`config.mk`:
```
export PLATFORM = sky130hd
export DESIGN_NAME = mdu_ctrl
export DESIGN_NICKNAME = d
export VERILOG_FILES = /design/src/rtl/mdu_ctrl.sv
export SDC_FILE = /design/constraint.sdc
export NUM_CORES = 1
export LEC_CHECK = 0
export ABC_AREA = 0
export CAP_MARGIN = 25
export CORE_AREA = 5 5 155 157
export CTS_CLUSTER_SIZE = 8
export DETAILED_ROUTE_END_ITERATION = 16
export DIE_AREA = 0 0 160 162
export PLACE_DENSITY = 0.74
export RECOVER_POWER = 100
export SYNTH_ARGS = -nofsm -noshare
export SYNTH_HDL_FRONTEND = slang
export SYNTH_SLANG_ARGS = --single-unit
```
`constraint.sdc`:
```
create_clock -name clk -period 4.4 [get_ports clk]
set_input_delay 0.88 -clock clk [delete_from_list [all_inputs] [get_ports clk]]
set_output_delay 0.88 -clock clk [all_outputs]
set_load 0.02 [all_outputs]
```
`src/rtl/mdu_ctrl.sv`:
```
// Multiply/divide sequencer: launches mult/div on an external multiplier and divider,
// stalls the pipeline until the result is ready, then writes HI/LO exactly once.
module mdu_ctrl #(
  parameter int unsigned MUL_LAT = 2
) (
  input  logic        clk,
  input  logic        rst,
  input  logic        flush,
  input  logic        ex_adv,
  input  logic        op_valid,
  input  logic [3:0]  op,
  input  logic [31:0] src1,
  input  logic [31:0] src2,
  output logic        stallreq,
  output logic        mul_signed,
  output logic [31:0] mul_a,
  output logic [31:0] mul_b,
  input  logic [63:0] mul_result,
  output logic        div_start,
  output logic        div_annul,
  output logic        div_signed,
  output logic [31:0] div_a,
  output logic [31:0] div_b,
  input  logic        div_ready,
  input  logic [63:0] div_result,
  output logic        hi_we,
  output logic        lo_we,
  output logic [31:0] hi_wdata,
  output logic [31:0] lo_wdata,
  output logic        busy
);

  typedef enum logic [1:0] {StIdle, StMulWait, StDivRun, StDone} state_e;

  state_e      state_q;
  logic [3:0]  cnt_q;
  logic [31:0] a_q;
  logic [31:0] b_q;
  logic        sgn_q;
  logic [63:0] result_q;
  logic        wr_pend_q;
  logic        block_q;

  // op bit order: [0] mult, [1] multu, [2] div, [3] divu
  logic op_is_mul;
  logic op_sgn;
  logic accept;

  assign op_is_mul = op[0] | op[1];
  assign op_sgn    = op[0] | op[2];
  assign accept    = (state_q == StIdle) && op_valid && (op != 4'b0) && !flush && !block_q;

  always_ff @(posedge clk) begin
    if (rst) begin
      state_q   <= StIdle;
      cnt_q     <= '0;
      a_q       <= '0;
      b_q       <= '0;
      sgn_q     <= 1'b0;
      result_q  <= '0;
      wr_pend_q <= 1'b0;
      block_q   <= 1'b0;
    end else if (flush) begin
      state_q   <= StIdle;
      wr_pend_q <= 1'b0;
      // A flushed DONE without ex_adv may leave the finished instruction sitting in EX.
      block_q   <= (state_q == StDone) && !ex_adv;
    end else begin
      unique case (state_q)
        StIdle: begin
          block_q <= 1'b0;
          if (accept) begin
            a_q   <= src1;
            b_q   <= src2;
            sgn_q <= op_sgn;
            if (op_is_mul) begin
              cnt_q   <= 4'(MUL_LAT - 1);
              state_q <= StMulWait;
            end else if (src2 != 32'b0) begin
              state_q <= StDivRun;
            end else begin
              result_q  <= {src1, 32'hFFFF_FFFF};
              wr_pend_q <= 1'b1;
              state_q   <= StDone;
            end
          end
        end
        StMulWait: begin
          if (cnt_q == 4'd0) begin
            result_q  <= mul_result;
            wr_pend_q <= 1'b1;
            state_q   <= StDone;
          end else begin
            cnt_q <= cnt_q - 4'd1;
          end
        end
        StDivRun: begin
          if (div_ready) begin
            result_q  <= div_result;
            wr_pend_q <= 1'b1;
            state_q   <= StDone;
          end
        end
        StDone: begin
          wr_pend_q <= 1'b0;
          if (ex_adv) begin
            state_q <= StIdle;
          end
        end
        default: state_q <= StIdle;
      endcase
    end
  end

  always_comb begin
    stallreq   = 1'b0;
    busy       = 1'b0;
    mul_signed = 1'b0;
    mul_a      = '0;
    mul_b      = '0;
    div_signed = 1'b0;
    div_a      = '0;
    div_b      = '0;
    div_start  = 1'b0;
    div_annul  = 1'b0;
    hi_we      = 1'b0;
    lo_we      = 1'b0;
    hi_wdata   = '0;
    lo_wdata   = '0;
    if (!rst) begin
      busy     = state_q != StIdle;
      stallreq = accept || (state_q == StMulWait) || (state_q == StDivRun);
      // Operands pass straight through on accept so the multiplier latency starts there.
      if (state_q == StIdle) begin
        if (accept) begin
          mul_signed = op_sgn;
          mul_a      = src1;
          mul_b      = src2;
          div_signed = op_sgn;
          div_a      = src1;
          div_b      = src2;
        end
      end else begin
        mul_signed = sgn_q;
        mul_a      = a_q;
        mul_b      = b_q;
        div_signed = sgn_q;
        div_a      = a_q;
        div_b      = b_q;
      end
      div_start = state_q == StDivRun;
      div_annul = (state_q == StDivRun) && flush;
      if ((state_q == StDone) && wr_pend_q && !flush) begin
        hi_we    = 1'b1;
        lo_we    = 1'b1;
        hi_wdata = result_q[63:32];
        lo_wdata = result_q[31:0];
      end
    end
  end

endmodule
```
**Yosys cells after proc, flatten, opt, wreduce, memory -nomap -nowiden**

Index checks and enable logic that the tools add are counted.

- Flip-flop bits (word level): 137
- Output and inout bits: 200

- Reduce and logical (&&, ||, !) cells: 27
- Bitwise gates (word level): 3
- Equal/unequal tests: 11
- Add/subtract/negate cells: 1
- Muxes and demuxes: 44

Operators with widths:

| cell | count |
|---|---|
| $mux W32 | 10 |
| $mux W64 | 5 |
| $pmux W64 S3 | 1 |
| $reduce_bool A32 Y1 | 1 |
| $mux W1 | 17 |
| $ne A2 B2 Y1 const B | 8 |
| $mux W4 | 3 |
| $mux W2 | 5 |
| $reduce_and A5 Y1 | 2 |
| $logic_and A1 B1 Y1 | 8 |
| $pmux W2 S4 | 1 |
| $pmux W4 S2 | 1 |
| $reduce_and A7 Y1 | 1 |
| $reduce_bool A2 Y1 | 3 |
| $eq A2 B2 Y1 const B | 2 |
| $logic_not A4 Y1 | 1 |
| $pmux W1 S4 | 1 |
| $reduce_and A4 Y1 | 1 |
| $reduce_bool A4 Y1 | 1 |
| $sub A4 B1 Y4 const B | 1 |
| $logic_not A1 Y1 | 3 |
| $reduce_and A3 Y1 | 1 |
| $reduce_bool A3 Y1 | 1 |
| $eq A2 B1 Y1 const B | 1 |
| 5 further kinds | 7 |

**Depth between registers and ports, before layout**

Gate-level depths: netlist of the first run.

- Depth after elaboration: 8
- Depth in mapped cells: 9
- Depth with buffers taken out: 7

**Least setup slack after synthesis of the first run**

OpenSTA, ideal clock, no wires.

- Path kind: in2out
- Start: input flush
- End: output mul_a[22]
- Data required time: 3.520 ns
- Cell stages on the path: 6
- Setup slack: 1.071 ns
- Arrival: 2.449 ns
- Cells stage by stage: nand4bb_1 a21o_1 nor2_1 clkbuf_1 a22o_1 buf_4

- Longest elaborated chain between the ends: 6

Ends and longest elaborated chain:

| element | line | source |
|---|---|---|
| start: declaration | 8 | `input logic flush,` |
| $logic_not A1 Y1 | 51 | `assign accept = (state_q == StIdle) && op_valid && (op != 4'b0) && !flush && !block_q;` |
| $logic_and A1 B1 Y1 (2 in a row) | 51 |  |
| $mux W32 (3 in a row) | -- |  |
| end: declaration | 16 | `output logic [31:0] mul_a,` |

Every way passes these cells.

**Final worst setup path of the first run**

- Start: input op[0]
- End: output mul_a[30]

- Longest elaborated chain between the ends: 7

Ends and longest elaborated chain:

| element | line | source |
|---|---|---|
| start: declaration | 11 | `input logic [3:0] op,` |
| $reduce_bool A4 Y1 | 51 |  |
| $logic_and A1 B1 Y1 (3 in a row) | 51 |  |
| $mux W32 | 135 | `if (accept) begin` |
| $mux W32 | 134 | `if (state_q == StIdle) begin` |
| $mux W32 | 130 | `if (!rst) begin` |

Every way passes these cells.

==> summary.txt, run 1 <==
Clock power share: 0.378
Setup-failing EPs final: 0
WL final: 29,400 um
Clk buf depth: 2
GRT Residual Overflow: 0
PostCTS Resize Cnt: 0
Placed inst area: 11,900 sq um
Worst-Skew Late Latency: 420 ps
Syn_area_per_cell: 8.29 sq um
Worst Hold Endpoint: b_q[8]
Die H: 162 um
Post-synthesis instance total: 982
Mapped Area: 8140 sq um
Slew Limit Fails: 73
Seq pwr share: 0.387
Synth top cells by count: dfxtp_1 (137), nand2_1 (130), a21oi_1 (103)
P_sw: 1.03 mW
GPL Wtd Cong: 0.835
CTS Sinks: 137
Die area: 25,900 sq um
RR Startpoint: state_q[1]
CP startpoint kind: primary input
PortBufs: 401
Number of global-route vias before repair: 7,920
Fin crit share: 0.958
Critical Path End Type: primary output
Worst Skew: 8.31 ps
Post-synth EDFFs: 0
Area Overhead vs Synth: 51.1%
Synth Register Bits: 137
Hold path startpoint: b_q[8]
Most used DFF post-synth: dfxtp_1
Max-Cap Viols: 1
Combinational Power Share: 0.234
Worst Hold Class: flop to flop
Most frequent cell after synthesis: dfxtp_1
Final Core Density: 0.550
Die Wd: 160 um
P_int: 2.45 mW
CP arrival: 3330 ps
Initial Util: 0.364
Root buffer cell: clkbuf_16
Fin crit period: 4210 ps
H-tree Lvls: 4
DP Worst Slack: 332 ps
Largest net degree at the start of global routing: 98
Failing checks: capacitance limit, slew limit
R2R cell count: 8
First-pass GRT wire length: 44,400 um
RSZ-0062 raised after global routing: no
Clock tree from TritonCTS: yes
Top cells by area, synth: dfxtp_1 (34%), a22o_1 (7.0%), a21oi_1 (6.3%)
Setup TNS: 0 ps
Flop-to-flop setup slack: 860 ps
WHS Path Cells: 2
Drt drc: 0
Share of cells above drive strength 1: 0.0440
# rows: 55
Rel. slew slack: -0.00696
Pwr/cell area: 283 nW/um^2
Fin area: 12,300 sq um
Via density: 5.17
Reg-to-Reg End: result_q[14]
Switching share of power: 0.295
Routed vias: 8,055
WL/cell: 18.9 um
I/O pin cnt: 402
Final Hold Fails: 0
Synthesis Warnings: 0
GRT Overall Usage: 0.213
Critical-path maximum fanout: 41
Critical path data required time: 3520 ps
Worst Path Class, Setup: primary input to primary output
Layout Cells excl Fill: 1,559
Fraction of registers with async set or reset after synthesis: 0
Antenna viol nets, final: 0
Area leader, netlist: dfxtp_1
Share of the synthesized area in the top cell type: 0.337
Core Area: 22,400 sq um
Initial DRT Pass Iterations: 6
Fmax: 237 MHz
Synth cell types: 45
IR drop worst, VDD: 0.243 mV
DRT iter0 DRCs: 541
Status: complete, but fails checks
Post-CTS Setup Bufs: 0
Sequential share of the synthesized area: 0.337
Hold_buf cts: 0
Worst Max-Slew Pin Slew: 1510 ps
P_leak: 5.12 nW
PnR worst setup slack: 186 ps
Antenna violations before repair: 1
Nets: 1,467
Placed Instances: 1,525
HPWL after DPL: 21,700 um
Worst-path clk slew: 60 ps
Synthesized Nets: 1,190
Clock buffer count from CTS: 17
==> metal layers <==
metal | vias up | routed length [um] | global-route usage
met5 | - | 0 | 0
li1 | 3945 | - | -
met4 | 0 | 474 | 0.0594
met2 | 279 | 14900 | 0.383
met3 | 23 | 1950 | 0.0551
met1 | 3808 | 12100 | 0.250
==> cells in the final DEF (no fill, tap or decap), drive strengths merged, types with 2 or more instances in the layout <==
master | synthesis | final
nor2b | 37 | 37
nand2b | 33 | 33
nand2 | 130 | 130
inv | 5 | 8
diode | 0 | 2
ha | 6 | 6
clkbuf | 75 | 22
and2 | 65 | 65
buf | 82 | 12
dlygate4sd3 | 0 | 154
nor4 | 10 | 10
or3 | 2 | 2
a22oi | 64 | 64
clkinvlp | 0 | 5
mux2 | 32 | 32
dfxtp | 137 | 137
o41ai | 2 | 2
nand4 | 2 | 2
clkdlybuf4s50 | 0 | 246
clkinv | 0 | 5
a211o | 33 | 33
o21ai | 3 | 3
nor2 | 43 | 43
a22o | 65 | 65
mux2i | 34 | 34
and3 | 2 | 2
a21oi | 103 | 103
==> flip-flops by register name (all words and copies together) (netlist names) <==
register	cells
result_q	64
a_q	32
b_q	32
cnt_q	4
state_q	2
block_q	1
sgn_q	1
wr_pend_q	1
==> how the worst max path moves through the flow <==
stage	start	to	slack, ps	depth (start not counted)
after floorplan	flush	mul_a[22]	1070	6
after global placement	flush	div_a[30]	370	7
after detailed placement	flush	div_b[6]	330	7
after CTS	flush	div_b[6]	320	7
after global routing	flush	lo_wdata[10]	110	7
final	op[0]	mul_a[30]	190	7
==> cell families (layout without fill, tap and decap cells) <==
group,count (synthesis),in the layout,share of synthesized area
other,0,2,0
buffers and inverters,162,452,0.109
adders and majority gates,6,6,0.00922
and+or+nand+nor,332,332,0.205
DFF,137,137,0.337
AOI/OAI and AO/OA,279,279,0.240
muxes,66,66,0.0989
==> area by class of cell <==
type                       count  area (sq um)
clock inverter                13          96.3
tap                          285           357
antenna                        2          5.00
sequential                   137          2740
fill                        2106         10100
clock buffer                  19           443
inverter                       5          18.8
timing repair buffer         415          4200
multi-input combinational    683          4440
==> per-stage QoR <==
| stage | hold slack (ps) | power [mW] |
|---|---|---|
| floorplan | 436 | 1.85 |
| global placement | 441 | 2.23 |
| detailed placement | 446 | 2.24 |
| CTS | 454 | 3.56 |
| global route | 478 | 3.64 |
| finish | 453 | 3.48 |
==> power by group through the flow <==
stage / Clock, mW / Sequential (mW) / Combinational, mW
after floorplan: 0 / 1.36 / 0.482
after global placement: 0 / 1.37 / 0.852
after detailed placement: 0 / 1.37 / 0.861
after CTS: 1.35 / 1.35 / 0.864
after global routing: 1.40 / 1.36 / 0.879
final: 1.32 / 1.35 / 0.816
==> critical path, cell delays in order <==
cell	delay, ps
dlygate4sd3_1	560
nor2_1	410
a21o_2	250
nor2_4	60
buf_12	180
a22o_1	290
dlygate4sd3_1	660
(Power assumes the default switching activity.)
==> run 2: changes to the inputs <==
==> constraint.sdc (replaced) <==
create_clock -name clk -period 5.2 [get_ports clk]
set_input_delay 1.04 -clock clk [delete_from_list [all_inputs] [get_ports clk]]
set_output_delay 1.04 -clock clk [all_outputs]
set_load 0.02 [all_outputs]
==> run 2 against run 1 <==
The run now ends clean. Sequential cell count stayed put. Utilization is 0.16 points lower. Critical path depth stayed put. Wire length is 1.1% higher. Clock skew is 1.2 ps higher. Sequential power is 16% lower. Die area stayed put. Power is 14% lower. Largest cell class unchanged. Highest routed layer unchanged.
==> summary.txt, run 2 (synthesized netlist as in run 1, its figures left out) <==
Initial DRT Pass Iterations: 4 (was 6)
Critical path data required time: 4160 ps (was 3520 ps)
CP startpoint kind: primary input (unchanged)
DRT iter0 DRCs: 444 (was 541)
PostCTS Resize Cnt: 0 (unchanged)
Clock buffer count from CTS: 17 (unchanged)
Critical Path End Type: primary output (unchanged)
Die area: 25,900 sq um (unchanged)
Fmax: 210 MHz
Number of global-route vias before repair: 8,088 (was 7,920)
PnR worst setup slack: 449 ps (was 186 ps)
Most used routing layer: met2 (unchanged)
Largest registers: result_q x64, a_q x32, b_q x32 (unchanged)
Commonest non-fill, non-tap cell in the layout: clkdlybuf4s50_1 (unchanged)
Placed inst area: 11,800 sq um (was 11,900 sq um)
Hold path startpoint: a_q[19] (was b_q[8])
WL/cell: 19.1 um (was 18.9 um)
GRT Overall Usage: 0.217 (was 0.213)
RSZ-0062 raised after global routing: no (unchanged)
Hold_buf cts: 0 (unchanged)
Met1 Use GR: 0.258 (was 0.250)
Flop-to-flop setup slack: 1830 ps (was 860 ps)
IR drop worst, VDD: 0.188 mV (was 0.243 mV)
Crit path largest cell delay: 710 ps (was 660 ps)
Placed Instances: 1,524 (was 1,525)
GPL Wtd Cong: 0.822 (was 0.835)
I/O pin cnt: 402 (unchanged)
P_leak: 5.27 nW (was 5.12 nW)
Die Wd: 160 um (unchanged)
Worst Hold Endpoint: a_q[19] (was b_q[8])
FF/Latch Area: 2740 sq um (unchanged)
CTS Sinks: 137 (unchanged)
Reg-to-Reg End: result_q[31] (was result_q[14])
Setup-failing EPs final: 0 (unchanged)
Core Area: 22,400 sq um (unchanged)
Fin crit share: 0.914
Worst Hold Class: flop to flop (unchanged)
Routed vias: 8,082 (was 8,055)
First-pass GRT wire length: 45,100 um (was 44,400 um)
Die H: 162 um (unchanged)
Max-Cap Viols: 0 (was 1)
Via density: 5.18 (was 5.17)
RR Startpoint: state_q[0] (was state_q[1])
Worst Max-Slew Pin Slew: 1420 ps (was 1510 ps)
Rel. slew slack: 0.0550 (was -0.00696)
Nets: 1,467 (unchanged)
Fillers: 2,120 (was 2,106)
Fin area: 12,300 sq um (about the same)
Status: finished clean (was complete, but fails checks)
DP Worst Slack: 736 ps (was 332 ps)
Root buffer cell: clkbuf_16 (unchanged)
Post-CTS Setup Bufs: 0 (unchanged)
R2R cell count: 8 (unchanged)
Antenna violations before repair: 2 (was 1)
Worst Skew: 9.56 ps (was 8.31 ps)
Initial Util: 0.364 (unchanged)
Clk buf depth: 2 (unchanged)
Drt drc: 0 (unchanged)
Setup TNS: 0 ps (unchanged)
Pwr/cell area: 243 nW/um^2 (was 283 nW/um^2)
WHS Path Cells: 2 (unchanged)
Critical-path maximum fanout: 66 (was 41)
Antenna viol nets, final: 0 (unchanged)
Max reg flops: 64 (unchanged)
Layout Cells excl Fill: 1,559 (unchanged)
WL final: 29,700 um (was 29,400 um)
Reg with most FFs: result_q (unchanged)
Met2 usage: 0.397 (was 0.383)
Final Hold Fails: 0 (unchanged)
HPWL after DPL: 21,700 um (about the same)
PortBufs: 401 (unchanged)
Commonest non-fill, non-tap cells in the layout: clkdlybuf4s50_1 (204), dlygate4sd3_1 (196), dfxtp_1 (137), nand2_1 (130), a21oi_1 (102) (was clkdlybuf4s50_1 (246), dlygate4sd3_1 (154), dfxtp_1 (137), nand2_1 (130), a21oi_1 (102))
CP max stage cell: dlygate4sd3_1 (unchanged)
Worst-path clk slew: 60 ps (about the same)
Total power draw: 2.98 mW (was 3.48 mW)
H-tree Lvls: 4 (unchanged)
# rows: 55 (unchanged)
Most repeated library cell on the critical path: dlygate4sd3_1 (unchanged)
Slew Limit Fails: 0 (was 73)
Fin crit period: 4750 ps
Crit-path cells: dlygate4sd3_1 -> clkbuf_1 -> nor2_1 -> and3_2 -> buf_4 -> and2_1 -> dlygate4sd3_1 (was dlygate4sd3_1 -> nor2_1 -> a21o_2 -> nor2_4 -> buf_12 -> a22o_1 -> dlygate4sd3_1)
Area Overhead vs Synth: 50.7% (was 51.1%)
Share of cells above drive strength 1: 0.0448 (was 0.0440)
Clock tree from TritonCTS: yes (unchanged)
CP arrival: 3710 ps (was 3330 ps)
Largest net degree at the start of global routing: 99 (was 98)
Met3 Track Usage GR: 0.0563 (was 0.0551)
Multi-input logic area: 4440 sq um (unchanged)
Worst Path Class, Setup: primary input to primary output (unchanged)
Worst-Skew Late Latency: 420 ps (about the same)
GRT Residual Overflow: 0 (unchanged)
-- run 2: cell types whose count changed in the layout (fill, tap and decap cells not counted), sizes merged --
cell / change
bufinv: +1
clkdlybuf4s50: -42
clkinvlp: -4
buf: +1
clkinv: +3
dlygate4sd3: +42
clkbuf: -1
-- run 2: critical path: cells and delay by family --
kind	cells	cell delay, ps
AND/OR/NAND/NOR	3	650
buffers and inverters	4	1970
-- run 2: final cells by class --
cell class,instances,share of cell area
Multi-Input combinational cell,683,0.362
Clock buffer,19,0.0353
Inverter,5,0.00153
Sequential cell,137,0.224
Clock inverter,13,0.00999
Tap cell,285,0.0291
Antenna cell,2,0.000408
Timing Repair Buffer,415,0.338
-- run 2: how the worst max path moves through the flow --
| stage | slack, ps | startpoint | endpoint | cells past startpoint |
|---|---|---|---|---|
| floorplan | 1550 | flush | mul_a[22] | 6 |
| global route | 330 | flush | hi_wdata[15] | 7 |
| finish | 450 | flush | hi_wdata[14] | 7 |
| detailed placement | 740 | flush | mul_a[10] | 7 |
| CTS | 730 | flush | mul_a[10] | 7 |
| global placement | 760 | flush | mul_a[10] | 7 |
-- run 2: metrics by stage --
stage / hold WS [ps] / utilization
after floorplan: 436 / -
after global placement: 441 / 0.528
after detailed placement: 446 / 0.528
after CTS: 455 / 0.553
after global routing: 473 / 0.548
final: 453 / 0.549
-- run 2: report_power, final --
part	leakage (nW)	switching (mW)	total [mW]	internal (mW)
sequential	1.11	0.0291	1.14	1.11
combinational	3.88	0.348	0.684	0.336
clock	0.272	0.491	1.15	0.663
total	5.27	0.869	2.98	2.11
-- run 2: layer usage --
metal / routed length, um / share of wire / vias to the layer above
li1: - / - / 3938
met1: 12200 / 0.41 / 3867
met2: 15500 / 0.52 / 260
met3: 1820 / 0.061 / 17
met4: 255 / 0.0086 / 0
met5: 0 / 0 / -
